--- src/rtl/operand_fetch_if.sv ---
// Operand-fetch bundle: decoded request in, regfile read port, snooped writeback, operands out.
// Latency: none (wiring only).
// Backpressure: req_valid/req_ready on the request side, out_valid/out_ready on the operand side.
interface operand_fetch_if #(
   parameter int DATA_WIDTH = 16,
   parameter int ADDR_W     = 3
);
   // decoded request
   logic                  req_valid;
   logic                  req_ready;
   logic [ADDR_W-1:0]     req_rn;
   logic [ADDR_W-1:0]     req_rm;
   logic [1:0]            req_shift;
   logic [1:0]            req_op;
   // regfile read port (combinational read)
   logic [ADDR_W-1:0]     readnum;
   logic [DATA_WIDTH-1:0] rf_rdata;
   // regfile write port, snooped
   logic                  wb_write;
   logic [ADDR_W-1:0]     wb_writenum;
   logic [DATA_WIDTH-1:0] wb_data;
   // operands to execute
   logic                  out_valid;
   logic                  out_ready;
   logic [DATA_WIDTH-1:0] out_a;
   logic [DATA_WIDTH-1:0] out_b;
   logic [1:0]            out_op;

   // decoder / regfile / execute side
   modport master (
      output req_valid, req_rn, req_rm, req_shift, req_op,
      input  req_ready,
      input  readnum,
      output rf_rdata,
      output wb_write, wb_writenum, wb_data,
      input  out_valid, out_a, out_b, out_op,
      output out_ready
   );

   // operand-fetch stage side
   modport slave (
      input  req_valid, req_rn, req_rm, req_shift, req_op,
      output req_ready,
      output readnum,
      input  rf_rdata,
      input  wb_write, wb_writenum, wb_data,
      output out_valid, out_a, out_b, out_op,
      input  out_ready
   );
endinterface

--- src/rtl/operand_fetch.sv ---
// Operand fetch: reads A=R[rn] then B=shift(R[rm]) through one regfile port, presents both downstream.
// Latency: out_valid rises on the 3rd edge counting the accepting edge; one op per 4 cycles at best.
// Backpressure: req_ready only in IDLE; HOLD keeps operands stable until out_ready.
// Option: OPFETCH_BYPASS_EN forwards a same-cycle regfile write to the register being read.
module operand_fetch #(
   parameter int DATA_WIDTH = 16,
   parameter int ADDR_W     = 3
) (
   input  logic           clk,
   input  logic           rst_n,
   operand_fetch_if.slave fetch
);

   typedef enum logic [1:0] {IDLE, READ_A, READ_B, HOLD} state_t;

   state_t                state_q, state_d;
   logic [ADDR_W-1:0]     rn_q, rm_q;
   logic [1:0]            shift_q, op_q;
   logic [DATA_WIDTH-1:0] a_tmp_q;
   logic [DATA_WIDTH-1:0] out_a_q, out_b_q;
   logic [1:0]            out_op_q;
   logic [ADDR_W-1:0]     readnum_c;
   logic                  req_ready_c, out_valid_c;
   logic [DATA_WIDTH-1:0] fetch_data;

   // Width-preserving single-bit shift applied to operand B; nothing is carried out.
   function automatic logic [DATA_WIDTH-1:0] shift1(input logic [DATA_WIDTH-1:0] v,
                                                    input logic [1:0] s);
      logic [DATA_WIDTH-1:0] r;
      case (s)
         2'b01:   r = v << 1;
         2'b10:   r = v >> 1;
         2'b11:   r = {v[DATA_WIDTH-1], v[DATA_WIDTH-1:1]};
         default: r = v;
      endcase
      return r;
   endfunction

`ifdef OPFETCH_BYPASS_EN
   logic bypass_hit;
   // A write landing on the register being read this cycle wins over the stale read data.
   assign bypass_hit = fetch.wb_write && (fetch.wb_writenum == readnum_c) &&
                       ((state_q == READ_A) || (state_q == READ_B));
   assign fetch_data = bypass_hit ? fetch.wb_data : fetch.rf_rdata;
`else
   // Without forwarding the regfile's pre-write value is taken; the write port is not observed.
   assign fetch_data = fetch.rf_rdata;
   logic unused_wb;
   assign unused_wb = ^{fetch.wb_write, fetch.wb_writenum, fetch.wb_data};
`endif

   // State register.
   always_ff @(posedge clk or negedge rst_n) begin
      if (!rst_n) state_q <= IDLE;
      else        state_q <= state_d;
   end

   // Next state and per-state handshake / read-port outputs.
   always_comb begin
      state_d     = state_q;
      req_ready_c = 1'b0;
      out_valid_c = 1'b0;
      readnum_c   = '0;
      case (state_q)
         IDLE: begin
            req_ready_c = 1'b1;
            if (fetch.req_valid) state_d = READ_A;
         end
         READ_A: begin
            readnum_c = rn_q;
            state_d   = READ_B;
         end
         READ_B: begin
            readnum_c = rm_q;
            state_d   = HOLD;
         end
         HOLD: begin
            out_valid_c = 1'b1;
            if (fetch.out_ready) state_d = IDLE;
         end
         default: state_d = IDLE;
      endcase
   end

   // Request capture, A staging, and a single update of all outputs when B lands, so the
   // previous operands stay visible until the new set is complete.
   always_ff @(posedge clk or negedge rst_n) begin
      if (!rst_n) begin
         rn_q     <= '0;
         rm_q     <= '0;
         shift_q  <= '0;
         op_q     <= '0;
         a_tmp_q  <= '0;
         out_a_q  <= '0;
         out_b_q  <= '0;
         out_op_q <= '0;
      end else begin
         if (state_q == IDLE && fetch.req_valid) begin
            rn_q    <= fetch.req_rn;
            rm_q    <= fetch.req_rm;
            shift_q <= fetch.req_shift;
            op_q    <= fetch.req_op;
         end
         if (state_q == READ_A) a_tmp_q <= fetch_data;
         if (state_q == READ_B) begin
            out_a_q  <= a_tmp_q;
            out_b_q  <= shift1(fetch_data, shift_q);
            out_op_q <= op_q;
         end
      end
   end

   assign fetch.req_ready = req_ready_c;
   assign fetch.readnum   = readnum_c;
   assign fetch.out_valid = out_valid_c;
   assign fetch.out_a     = out_a_q;
   assign fetch.out_b     = out_b_q;
   assign fetch.out_op    = out_op_q;

endmodule

--- src/flat_wrapper.sv ---
// flat-port wrapper written by rule: the top's interface ports become plain ports
module operand_fetch_flat 
#(
   parameter int DATA_WIDTH = 16,
   parameter int ADDR_W     = 3
)
  (clk, rst_n, fetch_req_valid, fetch_req_rn, fetch_req_rm, fetch_req_shift, fetch_req_op, fetch_req_ready, fetch_readnum, fetch_rf_rdata, fetch_wb_write, fetch_wb_writenum, fetch_wb_data, fetch_out_valid, fetch_out_a, fetch_out_b, fetch_out_op, fetch_out_ready);
  operand_fetch_if #(.DATA_WIDTH(DATA_WIDTH), .ADDR_W(ADDR_W)) fetch_i ();
  input  logic clk;
  input  logic rst_n;
  input wire logic [$bits(fetch_i.req_valid)-1:0] fetch_req_valid;
  input wire logic [$bits(fetch_i.req_rn)-1:0] fetch_req_rn;
  input wire logic [$bits(fetch_i.req_rm)-1:0] fetch_req_rm;
  input wire logic [$bits(fetch_i.req_shift)-1:0] fetch_req_shift;
  input wire logic [$bits(fetch_i.req_op)-1:0] fetch_req_op;
  output wire logic [$bits(fetch_i.req_ready)-1:0] fetch_req_ready;
  output wire logic [$bits(fetch_i.readnum)-1:0] fetch_readnum;
  input wire logic [$bits(fetch_i.rf_rdata)-1:0] fetch_rf_rdata;
  input wire logic [$bits(fetch_i.wb_write)-1:0] fetch_wb_write;
  input wire logic [$bits(fetch_i.wb_writenum)-1:0] fetch_wb_writenum;
  input wire logic [$bits(fetch_i.wb_data)-1:0] fetch_wb_data;
  output wire logic [$bits(fetch_i.out_valid)-1:0] fetch_out_valid;
  output wire logic [$bits(fetch_i.out_a)-1:0] fetch_out_a;
  output wire logic [$bits(fetch_i.out_b)-1:0] fetch_out_b;
  output wire logic [$bits(fetch_i.out_op)-1:0] fetch_out_op;
  input wire logic [$bits(fetch_i.out_ready)-1:0] fetch_out_ready;
  assign fetch_i.req_valid = fetch_req_valid;
  assign fetch_i.req_rn = fetch_req_rn;
  assign fetch_i.req_rm = fetch_req_rm;
  assign fetch_i.req_shift = fetch_req_shift;
  assign fetch_i.req_op = fetch_req_op;
  assign fetch_req_ready = fetch_i.req_ready;
  assign fetch_readnum = fetch_i.readnum;
  assign fetch_i.rf_rdata = fetch_rf_rdata;
  assign fetch_i.wb_write = fetch_wb_write;
  assign fetch_i.wb_writenum = fetch_wb_writenum;
  assign fetch_i.wb_data = fetch_wb_data;
  assign fetch_out_valid = fetch_i.out_valid;
  assign fetch_out_a = fetch_i.out_a;
  assign fetch_out_b = fetch_i.out_b;
  assign fetch_out_op = fetch_i.out_op;
  assign fetch_i.out_ready = fetch_out_ready;
  operand_fetch #(.DATA_WIDTH(DATA_WIDTH), .ADDR_W(ADDR_W)) u_core (.clk(clk), .rst_n(rst_n), .fetch(fetch_i));
endmodule
--- config.mk ---
export PLATFORM = sky130hd
export DESIGN_NAME = operand_fetch_flat
export DESIGN_NICKNAME = d
export VERILOG_FILES = /design/src/rtl/operand_fetch_if.sv /design/src/rtl/operand_fetch.sv /design/src/flat_wrapper.sv
export SDC_FILE = /design/constraint.sdc
export NUM_CORES = 1
export LEC_CHECK = 0
export BUFFER_PORTS_ARGS = -buffer_cell sky130_fd_sc_hd__buf_2
export CAP_MARGIN = 20
export CORE_ASPECT_RATIO = 0.75
export CORE_MARGIN = 2
export CORE_UTILIZATION = 45
export DETAILED_ROUTE_END_ITERATION = 7
export PLACE_DENSITY = 0.75
export REMOVE_ABC_BUFFERS = 1
export SLEW_MARGIN = 10
export SYNTH_ARGS = -nofsm -noshare
export SYNTH_HDL_FRONTEND = slang
export SYNTH_SLANG_ARGS = --single-unit
export TNS_END_PERCENT = 10
--- constraint.sdc ---
create_clock -name clk -period 1.4 [get_ports clk]
set_input_delay 0.07 -clock clk [delete_from_list [all_inputs] [get_ports clk]]
set_output_delay 0.07 -clock clk [all_outputs]
set_load 0.03 [all_outputs]
**Word level (Yosys, flattened, before mapping)**

Cells that the tools add are included.

- Add/sub/neg operators: 0
- $mul: 0
- Divide/modulo/power cells: 0
- Order comparisons: 0
- Equal/unequal tests: 8
- Shift operators: 0
- Mux-type cells: 7
- Bitwise operators: 0
- Reduce and logical (&&, ||, !) cells: 3

Operator list:

| cell | count |
|---|---|
| 16-bit case mux with 3 select lines | 1 |
| 2-bit equality test, second input constant | 4 |
| 2-bit case mux with 4 select lines | 1 |
| 3-bit case mux with 2 select lines | 1 |
| 2-bit by 1-bit equality test with 1-bit output, second input constant | 2 |
| 2-bit 2-to-1 mux | 2 |
| 2-bit != test, second input constant | 2 |
| 2-bit logical NOT | 1 |
| 1-bit 2-to-1 mux | 2 |
| 2-bit AND reduction | 1 |
| 1-bit logical AND | 1 |

- Register bits: 62
- Bits in latches: 0
- Bits in writable memories: 0
- Bits in read-only memories: 0
- Bits of input ports: 50
- Word-level logic and storage cells: 27
- Memories: 0

**Depth between registers and ports, before layout**

Gate-level depths: netlist of the first run.

- Depth in word-level cells: 3
- Mapped depth: 7
- Depth with buffers taken out: 5

**Worst setup path after synthesis of the first run**

No wires, ideal clock.

- Kind: register -> register
- Start point: reg u_core.state_q[0]
- End point: reg u_core.state_q[1]
- Library setup time: 0.125 ns
- Data arrival time: 1.504 ns
- Data required time: 1.275 ns
- Path slack: -0.229 ns
- Cell stages (with the launch flop): 6
- Buffers on the path: 0
- Path through: dfrtp_1 > inv_1 > ha_1 > inv_1 > o22ai_1 > mux2_2

- Cells in the longest elaborated chain, start to end: 3

RTL lines:

| what | RTL line | text |
|---|---|---|
| from (decl) | operand_fetch.sv:16 | `state_t state_q, state_d;` |
| from (signal assigned) | operand_fetch.sv:55 | `else state_q <= state_d;` |
| 2-bit equality test or 2-bit logical NOT (tied branches) | operand_fetch.sv:64 | `case (state_q)` |
| 2-bit != test (no line) | -- |  |
| 2-bit AND reduction (no line) | -- |  |

Parallel ways exist; a longest one is shown, timed or not.
A chain may end at the register's enable or synchronous reset.

**Worst setup path after layout of the first run**

- Start point: reg u_core.state_q[1]
- End point: out fetch_readnum[1]

- Cells in the longest elaborated chain, start to end: 2

RTL lines:

| what | RTL line | text |
|---|---|---|
| 2-bit equality test or 2-bit by 1-bit equality test with 1-bit output (tied branches) | operand_fetch.sv:64 |  |
| 3-bit case mux with 2 select lines * | operand_fetch.sv:64 |  |
| to (decl) | flat_wrapper.sv:17 | `output wire logic [$bits(fetch_i.readnum)-1:0] fetch_readnum;` |

Mark *: on every way between the ends. The rest lies on a longest branch, timed or not.

==> reports/results.txt, run 1 <==
Post-synth top area share - 0.5621
Fmax achieved - 0.6359 GHz
Post-synthesis cell count - 205
Die width - 94.44 um
Leakage power total - 1.777 nW
Max_cap viols - 0
Library cell with the largest summed area after synthesis - dfrtp_1
Gate family responsible for the most delay along the worst path - flip-flops
Library cell appearing most often on the critical path - buf_6
Post-layout instance area - 0.003804 mm^2
Ratio of cells with drive above 1 in the final layout - 0.5353
Highest ir drop seen on vdd - 0.001469 V
Net count, final - 362
Quantity of I/O buffers inserted on ports - 68
Metal-1 WL - 2742 um
Total half-perimeter wirelength after legalization and detailed placement - 3982 um
Routed wirelength normalized by instance count - 15.31 um
Setup repair after global routing missed its margin - true
Level count of the clock H-tree - 3
Sum Neg Setup Slack - -1170 ps
Run status - finished, violations left
Setup slack of the critical path after layout - -172.6 ps
Fraction of the yosys area taken by sequential cells - 0.5621
Highest Signal Layer - met4
Highest-delay cell along the critical path - dfrtp_1
Max Slew Vio Count - 0
Initial antenna violation count - 0
Final weighted congestion of routability-driven global placement - 0.7502
Period utilization - 1.123
Number of buffers created by CTS - 9
Overall power consumption - 10.58 mW
Remaining global-route overflow - 0
Met2 Wirelength - 2781 um
Antenna Cells - 0
WP depth - 6
Fin. Hold Viols - 0
Number of cells on the worst hold path - 2
Relative max-transition margin - 0.6680
Violated checks - negative setup slack
Most used flip-flop cell after synthesis - dfrtp_1
Maximum number of pins on one net before global-route repair - 40
Average cell area after synthesis - 13.46 um^2
CP arrival - 1500 ps
Buffers plus inverters on the worst setup path - 3
Power per unit of standard cell area - 2783 mW/mm^2
Worst-case reg-to-reg path depth - 6
Launching element type of the critical path - flop
TritonCTS clock tree - done
Effective utilization at floorplan - 0.4714
# DRC - 0
Fin cells - 390
Total wire length after detailed routing - 5970 um
Placed cell areas - 0.003248 mm^2
Global Route Usage Sum - 0.1838
Worst-skew pair later-pin latency - 330 ps
Asr flop ratio synth - 1.000
Die Span Y - 71.83 um
WL met3 - 432 um
Worst path cell trace - inv_2 > ha_4 > buf_6 > a22oi_2 > nor2b_2 > buf_6
Synth warnings - 0
Wire length of the first global-routing pass - 9597 um
Die ar. - 0.006783 mm^2
Clock transition at the register clock pins on the worst setup and hold paths after CTS - 70 ps
Iteration-0 DRC Markers - 94
Kind of end point of the critical path - output pin
DR vias/cell - 4.938
Final period demand of the worst path - 1573 ps
Clock sink count - 62
Maximum count of clock buffers along a single path - 2
List of most frequent post-synthesis cells - 62 x dfrtp_1, 45 x mux2_2, 16 x mux2i_1
Rows - 24
Detail Route Antenna Nets - 0
Cell with the most instances after synthesis - dfrtp_1
Root Buffer - clkbuf_8
EDFF count, synth - 0
Number of top-level pins - 89
Setup slack at placement - -43.79 ps
Number of iterations in the first detailed-routing pass - 4
Netlist cell types - 22
Critical path start-end classification - reg2out
Flop and latch count out of synthesis - 62
Post-synthesis instance area - 0.002760 mm^2
Biggest cell delay along the critical path - 420 ps
Req. time, crit path - 1330 ps
Syn-to-layout area delta - 37.81%
Total core area - 0.005856 mm^2
Vias in the first global route - 2,001
Final setup violating endpoints - 33
Slew of the pin with the lowest slew margin - 498.1 ps
Critical-path maximum fanout - 3
Hold Crit Class - in2reg
Cell count after placement - 356
Area contributors post-synth - dfrtp_1 56%, mux2_2 18%, mux2i_1 5.8%, buf_6 2.9%, and2b_1 2.4%
Worst setup skew after layout - 8.215 ps
Vias - 1,926
[worst register-to-register path, delay by kind of cell (launching register included)]
family	cells	cell delay, ps
AOI/OAI and AO/OA	1	160
adders and majority gates	1	210
buffers and inverters	3	270
DFF	1	400
muxes	1	350
[final timing paths]
path | startpoint | to | slack [ps]
setup / recovery | u_core.state_q[1] | fetch_readnum[1] | -170
hold / removal | fetch_rf_rdata[0] | u_core.a_tmp_q[0] | 10
setup reg to reg | u_core.state_q[0] | u_core.state_q[1] | -100
hold reg to reg | u_core.a_tmp_q[4] | u_core.fetch.out_a[4] | 500
max in group asynchronous | rst_n | u_core.state_q[0] | 700
min in group asynchronous | rst_n | u_core.fetch.out_a[8] | 260
[stage by stage]
stage / hold slack [ps] / util
floorplan: -225.6 / -
global placement: 78.46 / 0.5547
detailed placement: 76.75 / 0.5547
CTS: 0.9743 / 0.6389
global route: 17.31 / 0.6496
finish: 11.04 / 0.6496
[state kept, by name, indices dropped and copies added (netlist names)]
signal               count
u_core.a_tmp_q          16
u_core.state_q           2
u_core.fetch.out_b      16
u_core.fetch.out_op      2
u_core.op_q              2
u_core.fetch.out_a      16
u_core.rn_q              3
u_core.rm_q              3
u_core.shift_q           2
[per-layer routing]
metal	vias to the layer above	global-route usage
li1	930	-
met1	936	0.2440
met2	58	0.2881
met3	2	0.07150
met4	0	0.04187
met5	-	0
[power breakdown]
part,switching (mW),total (mW),internal [mW]
Combinational,2.89,5.51,2.62
Sequential,0.477,3.21,2.73
Clock,0.683,1.86,1.18
[placed cells by master (no fill, tap or decap), types with 2 or more instances in the layout]
cell type and n:
a21oi_1 7, a21oi_2 3, a22oi_2 3, a31oi_1 6, and2b_1 9, buf_12 2, buf_2 64, buf_4 13
buf_6 8, buf_8 3, bufinv_16 3, clkbuf_8 9, clkinvlp_4 2, dfrtp_1 62, dlygate4sd3_1 13, ha_4 3
inv_1 2, inv_2 2, mux2_2 43, mux2_4 2, mux2i_1 16, nor2_1 3, nor2b_1 7, nor2b_2 2
o21ai_1 14
[cell families after synthesis]
kind of cell / count (synthesis) / synth area share
multiplexers: 61 / 0.2416
buffers and inverters: 16 / 0.04352
flip-flops: 62 / 0.5621
adder cells (fa/ha/maj): 5 / 0.02267
AND/OR/NAND/NOR: 25 / 0.05802
AO/OA/AOI/OAI: 36 / 0.07208
[what timing repair did]
action,4_1_cts,5_1_grt
setup endpoints to repair,45,60
setup buffers,3,2
pin swaps,5,5
endpoints found under the hold margin,74,0
resized for setup,32,18
hold buffers,13,0
[cell type report]
| class | count | area (um^2) |
|---|---|---|
| tap | 78 | 97.59 |
| timing repair buffer | 103 | 723.2 |
| inverter | 4 | 15.01 |
| fill | 473 | 2052 |
| clock inverter | 6 | 110.1 |
| sequential | 62 | 1551 |
| multi-input combinational | 127 | 1179 |
| clock buffer | 10 | 127.6 |
(Power assumes the default switching activity.)
==> inputs of run 2 (changes only) <==
--- a/config.mk
+++ b/config.mk
@@ -8,10 +8,9 @@
 export BUFFER_PORTS_ARGS = -buffer_cell sky130_fd_sc_hd__buf_2
 export CAP_MARGIN = 20
 export CORE_ASPECT_RATIO = 0.75
-export CORE_MARGIN = 2
 export CORE_UTILIZATION = 45
 export DETAILED_ROUTE_END_ITERATION = 7
-export PLACE_DENSITY = 0.75
+export PLACE_DENSITY = 0.72
 export REMOVE_ABC_BUFFERS = 1
 export SLEW_MARGIN = 10
 export SYNTH_ARGS = -nofsm -noshare
==> constraint.sdc (replaced) <==
create_clock -name clk -period 1.6 [get_ports clk]
set_input_delay 0.08 -clock clk [delete_from_list [all_inputs] [get_ports clk]]
set_output_delay 0.08 -clock clk [all_outputs]
set_load 0.03 [all_outputs]
==> run 2 against run 1 <==
Net effect:
- the run now ends clean
- design area down 5.2%
- die area is 4.8% lower
- hold slack gained 17 ps
- critical path depth shrank 1
- wire length is 2.8% lower
- final cell count decreased by 1.5%
- non-clock buffer count down 4
- clock skew shrank 3.4 ps
- global-route usage is 1.5 points higher
- sequential power is 12% lower
==> reports/results.txt, run 2 (synthesis results as in run 1) <==
Run status - completed
TritonCTS clock tree - done
Setup slack at placement - -30.90 ps (+12.89 ps)
Fin cells - 384 (-1.5%)
Vias - 1,912 (-0.73%)
Quantity of I/O buffers inserted on ports - 68 (unchanged)
Cell count after placement - 349 (-2.0%)
Maximum count of clock buffers along a single path - 2 (unchanged)
Net count, final - 358 (-1.1%)
Rows - 24 (unchanged)
Number of buffers created by CTS - 9 (unchanged)
Antenna Cells - 0 (unchanged)
Max Slew Vio Count - 0 (unchanged)
# DRC - 0 (unchanged)
Relative max-transition margin - 0.7797 (+0.1117)
Internal power - 5.022 mW (-23%)
Kind of end point of the critical path - output pin
Number of top-level pins - 89 (unchanged)
Wire length of the first global-routing pass - 9542 um (-0.57%)
Launching element type of the critical path - flop
Root Buffer - clkbuf_8
DR vias/cell - 4.979 (+0.82%)
Power per unit of standard cell area - 2333 mW/mm^2 (-16%)
Total half-perimeter wirelength after legalization and detailed placement - 3794 um (-4.7%)
Effective utilization at floorplan - 0.4714 (unchanged)
Total wire length after detailed routing - 5800 um (-2.8%)
Ratio of cells with drive above 1 in the final layout - 0.5065 (-0.02872)
Setup repair after global routing missed its margin - true
Slew of the pin with the lowest slew margin - 330.5 ps (-167.6 ps)
Remaining global-route overflow - 0 (unchanged)
Total core area - 0.005856 mm^2 (unchanged)
Detail Route Antenna Nets - 0 (unchanged)
Sum Neg Setup Slack - 0 ps (+1170 ps)
Final weighted congestion of routability-driven global placement - 0.7364 (-1.8%)
Worst-skew pair later-pin latency - 340 ps (about the same)
Critical-path maximum fanout - 6 (+3)
Maximum number of pins on one net before global-route repair - 63 (+57%)
Req. time, crit path - 1520 ps (+190 ps)
Top library cells by usage in the layout, fill and taps aside - 65 x buf_2, 61 x dfrtp_1, 45 x mux2_2
CP arrival - 1500 ps (about the same)
Final cell utilization of the core - 0.6160 (-0.03355)
Die width - 92.44 um (-2.1%)
Final setup violating endpoints - 0 (-100%)
Portion of total power attributed to combinational logic - 0.532 (+0.011)
Leakage power total - 1.701 nW (-4.3%)
Fmax achieved - 0.6324 GHz
Total net switching power - 3.394 mW (-16%)
Fraction of power consumed by the clock network - 0.135 (-0.041)
Hold Crit Class - in2reg
Most common library cell in the layout ignoring fill and taps - buf_2
Clock transition at the register clock pins on the worst setup and hold paths after CTS - 60 ps (about the same)
Overall power consumption - 8.417 mW (-20%)
Syn-to-layout area delta - 30.69%
Net switching fraction of the power - 0.4033 (+0.02017)
Fin. Hold Viols - 0 (unchanged)
Iteration-0 DRC Markers - 105 (+12%)
Clock sink count - 62 (unchanged)
Max_cap viols - 0 (unchanged)
Placed cell areas - 0.003196 mm^2 (-1.6%)
Number of cells on the worst hold path - 3 (+1)
Initial antenna violation count - 0 (unchanged)
Final period demand of the worst path - 1581 ps
Vias in the first global route - 1,960 (-2.0%)
Highest ir drop seen on vdd - 0.001004 V (-32%)
Setup slack of the critical path after layout - 18.75 ps (+191.3 ps)
Worst setup skew after layout - 4.768 ps (-3.447 ps)
Number of iterations in the first detailed-routing pass - 4 (unchanged)
Die Span Y - 69.83 um (-2.8%)
Worst Hold Margin - 27.62 ps (+16.58 ps)
Power share of the sequential group - 0.333 (+0.030)
Routed wirelength normalized by instance count - 15.10 um (-1.3%)
Global Route Usage Sum - 0.1985 (+0.01472)
Critical path start-end classification - reg2out
Post-layout instance area - 0.003607 mm^2 (-5.2%)
Period utilization - 0.9883
Die ar. - 0.006454 mm^2 (-4.8%)
Worst-case reg-to-reg path depth - 5 (-1)
Level count of the clock H-tree - 3 (unchanged)
run 2: changes by cell type in the layout (fill, tap and decap cells not counted), sizes merged:
cell / before / now
clkinv: 1 / 2
buf: 90 / 86
clkinvlp: 2 / 0
clkbuf: 10 / 12
bufinv: 3 / 0
run 2: what timing repair did:
action                                 in CTS  in global routing
hold buffers                               13                  0
pin swaps                                   2                  1
setup endpoints to repair                   9                  9
setup buffers                               7                  2
resized for setup                          16                  2
endpoints found under the hold margin      74                  0
run 2: metal layers:
layer  GRT usage  wire length [um]  vias up
li1            -                 -      916
met1      0.2589              2696      936
met2      0.2938              2661       49
met3     0.09649               372       11
met4     0.05556                70        0
met5           0                 0        -
run 2: cell type report:
class | count | area (um^2)
timing repair buffer | 99 | 649.4
fill | 474 | 2248
tap | 78 | 97.59
clock inverter | 2 | 10.01
inverter | 4 | 15.01
clock buffer | 12 | 145.1
multi-input combinational | 127 | 1137
sequential | 62 | 1553
run 2: path summary, 6_finish.rpt:
check	slack (ps)	end	from
min	30	u_core.fetch.out_b[3]	fetch_rf_rdata[4]
min reg2reg	500	u_core.fetch.out_a[7]	u_core.fetch.out_a[7]
min in group asynchronous	280	u_core.fetch.out_a[8]	rst_n
max reg2reg	60	u_core.shift_q[1]	u_core.state_q[0]
max	20	fetch_readnum[0]	u_core.state_q[1]
max in group asynchronous	1030	u_core.state_q[1]	rst_n
run 2: worst max-delay path: stages (launching register included):
cell     delay, ps
dfrtp_2        440
ha_4           200
buf_8          130
a22oi_2        160
nor2b_1         60
buf_4          160
run 2: power groups by stage:
| stage | clock network [mW] | registers [mW] | logic [mW] |
|---|---|---|---|
| after floorplan | 0 | 3.69 | 2.01 |
| after global placement | 0 | 2.78 | 4.05 |
| after detailed placement | 0 | 2.82 | 4.13 |
| after CTS | 1.17 | 2.81 | 4.46 |
| after global routing | 1.23 | 2.92 | 4.83 |
| final | 1.13 | 2.81 | 4.48 |
